==> config.mk <==
export PLATFORM = sky130hd
export DESIGN_NAME = video_pattern_source
export DESIGN_NICKNAME = d
export VERILOG_FILES = /design/src/rtl/vpg_pkg.sv /design/src/rtl/vpg_pattern.sv /design/src/rtl/video_pattern_source.sv
export SDC_FILE = /design/constraint.sdc
export NUM_CORES = 1
export LEC_CHECK = 0
export BUFFER_PORTS_ARGS = -buffer_cell sky130_fd_sc_hd__buf_2
export CAP_MARGIN = 15
export CORE_ASPECT_RATIO = 0.8
export CORE_MARGIN = 2
export CORE_UTILIZATION = 35
export CTS_CLUSTER_SIZE = 14
export DETAILED_ROUTE_END_ITERATION = 16
export GPL_TIMING_DRIVEN = 0
export PLACE_DENSITY_LB_ADDON = 0.3
export SLEW_MARGIN = 20
export SYNTH_ARGS = -nofsm -noshare
export SYNTH_HDL_FRONTEND = slang
export SYNTH_SLANG_ARGS = --single-unit
==> constraint.sdc <==
create_clock -name clk -period 6.6 [get_ports clk]
set_input_delay 0 -clock clk [delete_from_list [all_inputs] [get_ports clk]]
set_output_delay 0 -clock clk [all_outputs]
set_load 0.005 [all_outputs]
==> src/rtl/vpg_pkg.sv <==
// Shared types and constants for the video pattern source: FSM states,
// register map, pattern codes, packet type nibbles and the colour-bar table.
package vpg_pkg;

  typedef enum logic [2:0] {
    IDLE,
    CTRL_HDR,
    CTRL_DATA,
    VID_HDR,
    VID_PIX,
    GAP
  } state_t;

  localparam logic [3:0] ADDR_CTRL   = 4'd0;
  localparam logic [3:0] ADDR_STATUS = 4'd1;
  localparam logic [3:0] ADDR_ID     = 4'd2;
  localparam logic [3:0] ADDR_FG     = 4'd3;
  localparam logic [3:0] ADDR_BG     = 4'd4;
  localparam logic [3:0] ADDR_BOX_TL = 4'd5;
  localparam logic [3:0] ADDR_BOX_BR = 4'd6;

  localparam logic [1:0] PAT_BARS  = 2'd0;
  localparam logic [1:0] PAT_SOLID = 2'd1;
  localparam logic [1:0] PAT_BOX   = 2'd2;
  localparam logic [1:0] PAT_RAMP  = 2'd3;

  localparam logic [3:0] PKT_CTRL  = 4'hF;
  localparam logic [3:0] PKT_VIDEO = 4'h0;

  // Frame configuration as frozen at frame start
  typedef struct packed {
    logic [1:0]  pattern;
    logic [23:0] fg;
    logic [23:0] bg;
    logic [10:0] tl_x;
    logic [10:0] tl_y;
    logic [10:0] br_x;
    logic [10:0] br_y;
  } cfg_t;

  // Index 8 and above is the black filler past the last full bar
  function automatic logic [23:0] bar_colour(input logic [3:0] idx);
    logic [23:0] c;
    case (idx)
      4'd0:    c = 24'hFFFFFF;
      4'd1:    c = 24'hFFFF00;
      4'd2:    c = 24'h00FFFF;
      4'd3:    c = 24'h00FF00;
      4'd4:    c = 24'hFF00FF;
      4'd5:    c = 24'hFF0000;
      4'd6:    c = 24'h0000FF;
      default: c = 24'h000000;
    endcase
    return c;
  endfunction

endpackage

==> src/rtl/vpg_pattern.sv <==
// Combinational pixel generator: maps a raster position and bar index to an
// RGB value using the frozen frame configuration.
module vpg_pattern
  import vpg_pkg::*;
(
  input  logic [10:0] x,
  input  logic [10:0] y,
  input  logic [3:0]  bar_idx,
  input  cfg_t        cfg,
  output logic [23:0] rgb
);

  logic in_box;

  always_comb begin
    // An inverted box (TL past BR on either axis) can never satisfy both bounds
    in_box = (x >= cfg.tl_x) && (x <= cfg.br_x) &&
             (y >= cfg.tl_y) && (y <= cfg.br_y);
    rgb = '0;
    case (cfg.pattern)
      PAT_BARS:  rgb = bar_colour(bar_idx);
      PAT_SOLID: rgb = cfg.fg;
      PAT_BOX:   rgb = in_box ? cfg.fg : cfg.bg;
      PAT_RAMP:  rgb = {3{x[7:0]}};
      default:   rgb = '0;
    endcase
  end

endmodule

==> src/rtl/video_pattern_source.sv <==
// Avalon-ST RGB test-pattern transmitter (control packet + video packet per
// frame) with an Avalon-MM configuration slave.
module video_pattern_source
  import vpg_pkg::*;
#(
  parameter int unsigned IMAGE_W    = 640,
  parameter int unsigned IMAGE_H    = 480,
  parameter int unsigned GAP_CYCLES = 16,
  parameter logic [31:0] ID_VALUE   = 32'h1234EEE3
) (
  input  logic        clk,
  input  logic        reset_n,
  input  logic        s_chipselect,
  input  logic        s_read,
  input  logic        s_write,
  input  logic [3:0]  s_address,
  input  logic [31:0] s_writedata,
  output logic [31:0] s_readdata,
  output logic [23:0] source_data,
  output logic        source_valid,
  input  logic        source_ready,
  output logic        source_sop,
  output logic        source_eop
);

  localparam logic [15:0] W16       = 16'(IMAGE_W);
  localparam logic [15:0] H16       = 16'(IMAGE_H);
  localparam logic [10:0] X_LAST    = 11'(IMAGE_W - 1);
  localparam logic [10:0] Y_LAST    = 11'(IMAGE_H - 1);
  localparam int unsigned BAR_W     = IMAGE_W / 8;
  localparam logic [10:0] BAR_LAST  = 11'((BAR_W == 0) ? 0 : BAR_W - 1);
  localparam logic [3:0]  BAR_START = (BAR_W == 0) ? 4'd8 : 4'd0;
  localparam logic [15:0] GAP_LAST  = 16'((GAP_CYCLES == 0) ? 0 : GAP_CYCLES - 1);
  localparam logic        ONE_PIXEL = (X_LAST == '0) && (Y_LAST == '0);

  localparam logic [23:0] CBEAT1 = {4'h0, W16[7:4],   4'h0, W16[11:8],  4'h0, W16[15:12]};
  localparam logic [23:0] CBEAT2 = {4'h0, H16[11:8],  4'h0, H16[15:12], 4'h0, W16[3:0]};
  localparam logic [23:0] CBEAT3 = {4'h0, 4'h3,       4'h0, H16[3:0],   4'h0, H16[7:4]};

  state_t      state_q, state_d;
  logic [1:0]  cbeat_q, cbeat_d;
  logic [10:0] x_q, x_d, y_q, y_d;
  logic [10:0] bar_cnt_q, bar_cnt_d;
  logic [3:0]  bar_idx_q, bar_idx_d;
  logic [15:0] gap_q, gap_d;
  cfg_t        shadow_q, shadow_d;
  logic        valid_d, sop_d, eop_d;
  logic [23:0] data_d;
  logic        frame_done;

  logic [3:0]  ctrl_q;
  logic [23:0] fg_q, bg_q;
  logic [10:0] tl_x_q, tl_y_q, br_x_q, br_y_q;
  logic [15:0] frame_count_q;
  logic        busy;
  logic        wr_en;
  logic        unused_wdata;

  logic [10:0] nx, ny, nbar_cnt;
  logic [3:0]  nbar_idx;
  logic        next_last;
  logic [10:0] pix_x, pix_y;
  logic [3:0]  pix_bar;
  logic [23:0] pix_rgb;
  logic        fire;

  assign fire         = source_valid & source_ready;
  assign busy         = (state_q != IDLE);
  assign wr_en        = s_chipselect & s_write;
  assign unused_wdata = ^s_writedata[31:27];

  // Raster position of the beat after the one currently presented
  always_comb begin
    nx       = x_q + 11'd1;
    ny       = y_q;
    nbar_cnt = bar_cnt_q;
    nbar_idx = bar_idx_q;
    if (x_q == X_LAST) begin
      nx       = '0;
      ny       = y_q + 11'd1;
      nbar_cnt = '0;
      nbar_idx = BAR_START;
    end else if (bar_idx_q < 4'd8) begin
      if (bar_cnt_q == BAR_LAST) begin
        nbar_cnt = '0;
        nbar_idx = bar_idx_q + 4'd1;
      end else begin
        nbar_cnt = bar_cnt_q + 11'd1;
      end
    end
    next_last = (nx == X_LAST) && (ny == Y_LAST);
  end

  always_comb begin
    if (state_q == VID_PIX) begin
      pix_x   = nx;
      pix_y   = ny;
      pix_bar = nbar_idx;
    end else begin
      pix_x   = '0;
      pix_y   = '0;
      pix_bar = BAR_START;
    end
  end

  vpg_pattern u_pattern (
    .x       (pix_x),
    .y       (pix_y),
    .bar_idx (pix_bar),
    .cfg     (shadow_q),
    .rgb     (pix_rgb)
  );

  // Next-state logic preloads the output register with the following beat,
  // so the ready input only ever reaches flop D pins.
  always_comb begin
    state_d    = state_q;
    cbeat_d    = cbeat_q;
    x_d        = x_q;
    y_d        = y_q;
    bar_cnt_d  = bar_cnt_q;
    bar_idx_d  = bar_idx_q;
    gap_d      = gap_q;
    shadow_d   = shadow_q;
    valid_d    = source_valid;
    data_d     = source_data;
    sop_d      = source_sop;
    eop_d      = source_eop;
    frame_done = 1'b0;
    case (state_q)
      IDLE: begin
        valid_d = 1'b0;
        if (ctrl_q[0]) begin
          shadow_d = '{pattern: ctrl_q[2:1], fg: fg_q, bg: bg_q,
                       tl_x: tl_x_q, tl_y: tl_y_q, br_x: br_x_q, br_y: br_y_q};
          state_d  = CTRL_HDR;
          valid_d  = 1'b1;
          data_d   = {20'h0, PKT_CTRL};
          sop_d    = 1'b1;
          eop_d    = 1'b0;
        end
      end
      CTRL_HDR: begin
        if (fire) begin
          state_d = CTRL_DATA;
          cbeat_d = '0;
          data_d  = CBEAT1;
          sop_d   = 1'b0;
          eop_d   = 1'b0;
        end
      end
      CTRL_DATA: begin
        if (fire) begin
          if (cbeat_q == 2'd2) begin
            state_d = VID_HDR;
            data_d  = {20'h0, PKT_VIDEO};
            sop_d   = 1'b1;
            eop_d   = 1'b0;
          end else begin
            cbeat_d = cbeat_q + 2'd1;
            data_d  = (cbeat_q == 2'd0) ? CBEAT2 : CBEAT3;
            eop_d   = (cbeat_q == 2'd1);
          end
        end
      end
      VID_HDR: begin
        if (fire) begin
          state_d   = VID_PIX;
          x_d       = '0;
          y_d       = '0;
          bar_cnt_d = '0;
          bar_idx_d = BAR_START;
          data_d    = pix_rgb;
          sop_d     = 1'b0;
          eop_d     = ONE_PIXEL;
        end
      end
      VID_PIX: begin
        if (fire) begin
          if (source_eop) begin
            state_d    = GAP;
            gap_d      = '0;
            valid_d    = 1'b0;
            data_d     = '0;
            eop_d      = 1'b0;
            frame_done = 1'b1;
          end else begin
            x_d       = nx;
            y_d       = ny;
            bar_cnt_d = nbar_cnt;
            bar_idx_d = nbar_idx;
            data_d    = pix_rgb;
            eop_d     = next_last;
          end
        end
      end
      GAP: begin
        if (gap_q == GAP_LAST) state_d = IDLE;
        else                   gap_d   = gap_q + 16'd1;
      end
      default: state_d = IDLE;
    endcase
  end

  always_ff @(posedge clk or negedge reset_n) begin
    if (!reset_n) begin
      state_q      <= IDLE;
      cbeat_q      <= '0;
      x_q          <= '0;
      y_q          <= '0;
      bar_cnt_q    <= '0;
      bar_idx_q    <= '0;
      gap_q        <= '0;
      shadow_q     <= '0;
      source_valid <= 1'b0;
      source_data  <= '0;
      source_sop   <= 1'b0;
      source_eop   <= 1'b0;
    end else begin
      state_q      <= state_d;
      cbeat_q      <= cbeat_d;
      x_q          <= x_d;
      y_q          <= y_d;
      bar_cnt_q    <= bar_cnt_d;
      bar_idx_q    <= bar_idx_d;
      gap_q        <= gap_d;
      shadow_q     <= shadow_d;
      source_valid <= valid_d;
      source_data  <= data_d;
      source_sop   <= sop_d;
      source_eop   <= eop_d;
    end
  end

  // CPU write to CTRL takes priority over the single-shot self-clear
  always_ff @(posedge clk or negedge reset_n) begin
    if (!reset_n) begin
      ctrl_q        <= '0;
      fg_q          <= 24'hFF0000;
      bg_q          <= '0;
      tl_x_q        <= '0;
      tl_y_q        <= '0;
      br_x_q        <= '0;
      br_y_q        <= '0;
      frame_count_q <= '0;
      s_readdata    <= '0;
    end else begin
      if (frame_done) frame_count_q <= frame_count_q + 16'd1;
      if (wr_en && (s_address == ADDR_CTRL)) ctrl_q <= s_writedata[3:0];
      else if (frame_done && ctrl_q[3])      ctrl_q[0] <= 1'b0;
      if (wr_en) begin
        case (s_address)
          ADDR_FG: fg_q <= s_writedata[23:0];
          ADDR_BG: bg_q <= s_writedata[23:0];
          ADDR_BOX_TL: begin
            tl_x_q <= s_writedata[26:16];
            tl_y_q <= s_writedata[10:0];
          end
          ADDR_BOX_BR: begin
            br_x_q <= s_writedata[26:16];
            br_y_q <= s_writedata[10:0];
          end
          default: ;
        endcase
      end
      if (s_chipselect && s_read) begin
        case (s_address)
          ADDR_CTRL:   s_readdata <= {28'h0, ctrl_q};
          ADDR_STATUS: s_readdata <= {15'h0, busy, frame_count_q};
          ADDR_ID:     s_readdata <= ID_VALUE;
          ADDR_FG:     s_readdata <= {8'h0, fg_q};
          ADDR_BG:     s_readdata <= {8'h0, bg_q};
          ADDR_BOX_TL: s_readdata <= {5'h0, tl_x_q, 5'h0, tl_y_q};
          ADDR_BOX_BR: s_readdata <= {5'h0, br_x_q, 5'h0, br_y_q};
          default:     s_readdata <= '0;
        endcase
      end
    end
  end

endmodule

# Yosys cells after proc, flatten, opt, wreduce, memory -nomap -nowiden
# Index checks and enable logic that the tools add are counted.
[totals] elab_cells=193 reg_bits=323
[op_classes] n_lt_le_gt_ge=5 mux=75 eq_ne=40 addsub=7 reduce_logical=36 bitwise=2
[ops] op="29-bit one-hot mux with 7 select lines" count=1
[ops] op="24-bit 2-to-1 mux" count=7
[ops] op="24-bit one-hot mux with 7 select lines" count=1
[ops] op="11-bit 2-to-1 mux" count=14
[ops] op="24-bit one-hot mux with 5 select lines" count=1
[ops] op="24-bit one-hot mux with 4 select lines" count=1
[ops] op="11-bit one-hot mux with 2 select lines" count=3
[ops] op="16-bit 2-to-1 mux" count=3
[ops] op="18-bit 2-to-1 mux" count=2
[ops] op="11-bit by 1-bit adder with 11-bit output (second input constant)" count=3
[ops] op="16-bit by 1-bit adder with 16-bit output (second input constant)" count=2
[ops] op="16-bit one-hot mux with 2 select lines" count=1
[ops] op="4-bit 2-to-1 mux" count=7
[ops] op="4-bit by 3-bit == test with 1-bit output (second input constant)" count=6
[ops] op="3-bit 2-to-1 mux" count=8
[ops] op="11-bit by 10-bit == test with 1-bit output (second input constant)" count=2
[ops] op="11-bit >= comparator" count=2
[ops] op="11-bit less-or-equal comparator" count=2
[ops] op="2-bit != test (second input constant)" count=11
[ops] op="3-bit one-hot mux with 6 select lines" count=1
[ops] op="1-bit 2-to-1 mux" count=17
[ops] op="16-bit by 4-bit == test with 1-bit output (second input constant)" count=1
[ops] op="4-bit by 2-bit == test with 1-bit output (second input constant)" count=4
[ops] op="5-bit AND reduction" count=3
[ops] op="34 further kinds" count=62

# Logic depth before layout (Yosys ltp)
[logic_depth] word_depth=12 ltp_mapped=18

# Cells and area by module
# From an unflattened synthesis, not the netlist that was laid out.
[unflattened] cells_unflattened=1508 hier_area_um2=16131.7
[modules_own_cells] module="video_pattern_source" seq_area_each_um2=7992.7 area_each_um2=14218.6 cells_per_inst=1217 n_inst=1
[modules_own_cells] module="vpg_pattern" seq_area_each_um2=0.0 area_each_um2=1913.1 cells_per_inst=291 n_inst=1

# Worst setup path after synthesis
# OpenSTA, ideal clock, no wires.
[synth_path] path_kind="register to register" start="register x_q[0]" end="register source_data[16]" arrival_time_ps=4097 required_time_ps=6482 setup_ps=118 stages_incl_launch_ff=18 setup_slack_ps=2385 path_cell_list="dfrtp_1 > ha_1 > nand3_1 > or4_1 > buf_2 > nor3_2 > nand3_1 > nor2_1 > xnor2_1 > nor2_1 > ha_1 > a211oi_1 > nand2_1 > nor3_1 > o2bb2ai_1 > nor4_4 > mux2_1 > a21o_1"
[synth_rtl] element="start, declared" line_no="video_pattern_source.sv:42" text="logic [10:0] x_q, x_d, y_q, y_d;"
[synth_rtl] element="start signal, assigned" line_no="video_pattern_source.sv:209" text="x_q <= '0;"
[synth_rtl] element="start signal, assigned" line_no="video_pattern_source.sv:222" text="x_q <= x_d;"
[synth_rtl] element="11-bit by 10-bit == test with 1-bit output (*)" line_no="video_pattern_source.sv:78" text="if (x_q == X_LAST) begin"
[synth_rtl] element="11-bit 2-to-1 mux (*)" line_no="video_pattern_source.sv:78"
[synth_rtl] element="11-bit 2-to-1 mux (*)" line_no="video_pattern_source.sv:95" text="if (state_q == VID_PIX) begin"
[synth_rtl] element="net pix_y[10]" line_no="video_pattern_source.sv:62" text="logic [10:0] pix_x, pix_y;"
[synth_rtl] element="11-bit >= comparator" line_no="vpg_pattern.sv:18" text="(y >= cfg.tl_y) && (y <= cfg.br_y);"
[synth_rtl] element="1-bit logical AND" line_no="vpg_pattern.sv:17" text="in_box = (x >= cfg.tl_x) && (x <= cfg.br_x) &&"
[synth_rtl] element="1-bit logical AND (*)" line_no="vpg_pattern.sv:18"
[synth_rtl] element="24-bit 2-to-1 mux (*)" line_no="vpg_pattern.sv:23" text="PAT_BOX: rgb = in_box ? cfg.fg : cfg.bg;"
[synth_rtl] element="24-bit one-hot mux with 4 select lines (*)" line_no="vpg_pattern.sv:20" text="case (cfg.pattern)"
[synth_rtl] element="24-bit 2-to-1 mux" line_no="video_pattern_source.sv:180" text="if (source_eop) begin"
[synth_rtl] element="24-bit 2-to-1 mux" line_no="video_pattern_source.sv:179" text="if (fire) begin"
[synth_rtl] element="24-bit one-hot mux with 5 select lines (*)" line_no="video_pattern_source.sv:130" text="case (state_q)"
[synth_rtl] element="end signal, assigned" line_no="video_pattern_source.sv:229" text="source_data <= data_d;"
[synth_rtl] element="end, declared" line_no="video_pattern_source.sv:19" text="output logic [23:0] source_data,"
# The timed path passes the listed nets; every way through them passes the cells marked *. The select of a mux whose other input is x is not followed.
# A chain may end at the register's enable or synchronous reset.

# Worst setup path after layout
[layout_path] start="register x_q[0]" end="register source_data[19]"
# The elaborated chain is that of the path after synthesis.

==> key figures <==
Global routing
  • Initial antenna violation count: 0
  • Vias in the first global route: ~12k
  • Overflow after GRT: 0
  • First-pass GRT wire length: roughly 75 mm
  • Total GRT Usage: roughly a fifth
  • Largest net degree at the start of global routing: 96

Flow run
  • MaxCap Viol Count: 0

Setup path
  • Critical Path AT: between 6 and 7 ns
  • Max FO, Critical Path: 10
  • Worst R2R Path Depth: 18
  • Crit path launch type: flip-flop
  • Critical Path RT: roughly 7 ns
  • Reg2reg end: source_data[19]$_DFFE_PN0P_
  • Critical path type: flip-flop to flip-flop
  • Worst r2r src: x_q[0]$_DFFE_PN0P_
  • R2R setup slack: slightly above 0.8 ns
  • Critical Path End Type: flip-flop

Die
  • Die footprint: approximately 47000 sq um
  • Rows: 69
  • Starting Density: 35.5%
  • Die Height: just under 200 um
  • IO Pins: between 100 and 150
  • Chip width: 241 um
  • Core Region: 44500 sq um

Detailed routing
  • Final ANT Viol Nets: 0
  • DRT iter0 DRCs: between 1k and 1.5k
  • Vias: 12.5k
  • Routed wire per std cell: ~21 um
  • DRT Pass-1 Iters: 8
  • Routed wire length: around 49 mm
  • Vias per cell: 5.41
  • DRC Markers: 0

Power
  • Internal power: between 0.004 and 0.005 W
  • Switching power: between 0.002 and 0.0025 W
  • Leak: between 8 and 9 nW
  • Worst vdd ir: roughly 0.00019 V
  • Clock power share: 32.7%
  • Gate power share: between 20% and 30%
  • Seq pwr share: a little over two fifths
  • Sw Share: a little under a third
  • Total power per unit cell area: between 300 and 400 nW/um^2

Yosys
  • Cell area after synthesis: 15800 sq um
  • Most area-hungry cell type in the Yosys netlist: dfrtp_1
  • Syn_area_per_cell: around 10 sq um
  • Post-Synth Simple-Gate Area: around 13%
  • Flops & latches, synth: 319
  • Synthesis Warnings: 0
  • Post-Synth Adder-Cell Area: ~3.9%
  • Synth Area in Compound Gates: roughly 15%
  • Post-synthesis cell type count: between 70 and 80
  • Post-synth EDFFs: 0
  • Largest family of logic cells by synthesized area: compound AO/OA/AOI/OAI gates
  • Synth area leaders: dfrtp_1, mux2_2, o21ai_0
  • Main flop type after synthesis: dfrtp_1
  • Mux contribution to synthesized area: around an eighth
  • XOR/XNOR Fraction of Synth Area: roughly 2.3%
  • Synth Instances: 1510
  • Sequential cell area fraction in the yosys report: between 50% and 60%
  • Async SR Flop Fraction: 100%
  • Post-synth top area share: between 40% and 50%

Cells and area
  • Commonest cells after routing, fill and taps aside: dfrtp_1, nand2_1, mux2_2
  • Layout net count: 1765
  • Area Growth Syn to Fin: 17.9%
  • Layout cells sized above 1: 19.3%
  • Most common cell after layout, fill and taps aside: dfrtp_1
  • Core Util, Final: approximately two fifths
  • N_diodes: 0

Timing
  • Final setup viols: 0
  • RSZ-0062 raised after global routing: false
  • Setup tns final: 0 ns
  • Slew @ Worst Pin: about 0.99 ns
  • Slew HR: approximately a third
  • Hold Fails Final Rpt: 0
  • Final period util: between 80 and 90%
  • Clk_skew: around 0.018 ns
  • Minimum clock period: ~5.8 ns
  • Max-slew violations: 0
  • Fmax: 0.173 GHz
  • PnR worst setup slack: 0.821 ns

Clock tree
  • Clock Path Buffers: 3
  • Reg clk slew, reported paths: around 0.060 ns
  • Clock Tree Root: clkbuf_16
  • Worst-Skew Late Latency: between 0.5 and 0.6 ns
  • Clock sink total: about 320
  • CTS tree: yes
  • H-tree Lvls: 2
  • CTS Buf Count: 34
  • PostCTS Resize Cnt: 0
  • Post-CTS Setup Inserts: 0

Outcome
  • Outcome: completed

Hold path
  • Worst Hold Class: input port to async pin

Place
  • Detailed placement HPWL: around 36 mm
  • Placer Congestion: between 0.9 and 1
  • Pre-CTS WS: between 0.9 and 1 ns
  • Port Buffer Count: 91
==> area by class of cell <==
class                   instances  area (sq um)
inverters                      62           233
flip-flops and latches        319          7990
plain buffers                  83           359
fillers                      4270         25900
clock buffers                  53          1030
clock inverters                 8           159
multi-input cells            1049          7210
repair buffers                126           868
well taps                     603           754
==> kinds of logic (layout without fill, tap and decap cells) <==
group           after synthesis  count (layout)
compound gates              364             364
simple gates                415             415
other cells                   1               4
mux                         175             175
flops                       319             319
xor+xnor                     42              42
buf+inv                     145             332
fa+ha+maj                    49              49
==> cell usage after synthesis, types with 20 or more instances <==
cell      count
a21oi_1      65
ha_1         48
and3_1       23
nand3_1      21
nor2_1       80
inv_1        62
a22oi_1      20
nor3_1       20
dfrtp_1     311
mux2_2      148
xnor2_1      28
a21o_1       24
mux2i_1      25
clkbuf_1     65
nand2_1     179
o21ai_0     136
==> metal layers <==
| metal | wire, um | track usage, % | vias to the layer above | share of wire [%] |
|---|---|---|---|---|
| li1 | - | - | 5738 | - |
| met1 | 23800 | 32.8 | 6233 | 49 |
| met2 | 20500 | 29.8 | 421 | 42 |
| met3 | 3440 | 3.60 | 63 | 7.1 |
| met4 | 917 | 4.76 | 0 | 1.9 |
| met5 | 0 | 0 | - | 0 |
==> worst max-delay path, stage by stage, from the launching register on <==
cell       delay [ns]
dfrtp_1          0.46
ha_1             0.26
nand3_1          0.23
or4_1            0.61
buf_2            0.22
nor3_2           0.35
nand3_1          0.23
nor2_1           0.22
xnor2_1          0.15
nor2_1           0.35
ha_1             0.34
a211oi_1         0.24
nand2_1          0.11
nor3_1           0.43
o2bb2ai_1        0.19
nor4_4           0.60
buf_6            0.29
mux2i_1          0.28
a21oi_1          0.10
==> how the worst max path moves through the flow <==
| stage | from | to | slack (ns) | cells after the start |
|---|---|---|---|---|
| after floorplan | x_q[0]$_DFFE_PN0P_ | source_data[16]$_DFFE_PN0P_ | 2.38 | 17 |
| after global placement | reset_n | s_readdata[11]$_DFFE_PN0P_ | -0.71 | 1 |
| after detailed placement | x_q[0]$_DFFE_PN0P_ | source_data[19]$_DFFE_PN0P_ | 0.99 | 18 |
| after CTS | x_q[0]$_DFFE_PN0P_ | source_data[19]$_DFFE_PN0P_ | 0.92 | 18 |
| after global routing | x_q[0]$_DFFE_PN0P_ | source_data[19]$_DFFE_PN0P_ | 0.22 | 18 |
| final | x_q[0]$_DFFE_PN0P_ | source_data[19]$_DFFE_PN0P_ | 0.82 | 18 |
==> per-stage QoR <==
step | total power (W) | hold WS (ns) | instances | instance area [sq um]
floorplan | 0.00361 | -0.296 | 1513 | 15800
global placement | 0.00418 | 0.246 | 2207 | 17000
detailed placement | 0.00423 | 0.0224 | 2210 | 17100
CTS | 0.00632 | 0.0410 | 2303 | 18600
global route | 0.00662 | 0.0806 | 2303 | 18600
finish | 0.00628 | 0.0550 | 2303 | 18600
==> sequential cells by signal, summed over array words and instances (netlist names), 16 cells and up <==
| signal | cells |
|---|---|
| bg_q | 24 |
| gap_q | 16 |
| s_readdata | 28 |
| frame_count_q | 16 |
| fg_q | 24 |
| source_data | 24 |
| shadow_q | 94 |
==> repair_timing <==
| item | 4_1_cts | 5_1_grt |
|---|---|---|
| hold endpoints to repair | 230 | 0 |
| setup endpoints to repair | 0 | 0 |
| hold buffers | 32 | 0 |
==> power by group through the flow <==
stage,sequential (W),clock [W],combinational (W)
3_3_place_gp,0.00273,0,0.00145
4_1_cts,0.00271,0.00209,0.00151
3_5_place_dp,0.00275,0,0.00148
2_1_floorplan,0.00261,0,0.00100
6_report,0.00272,0.00205,0.00151
5_1_grt,0.00277,0.00217,0.00169
No activity file was read; power rests on OpenSTA's default activity.
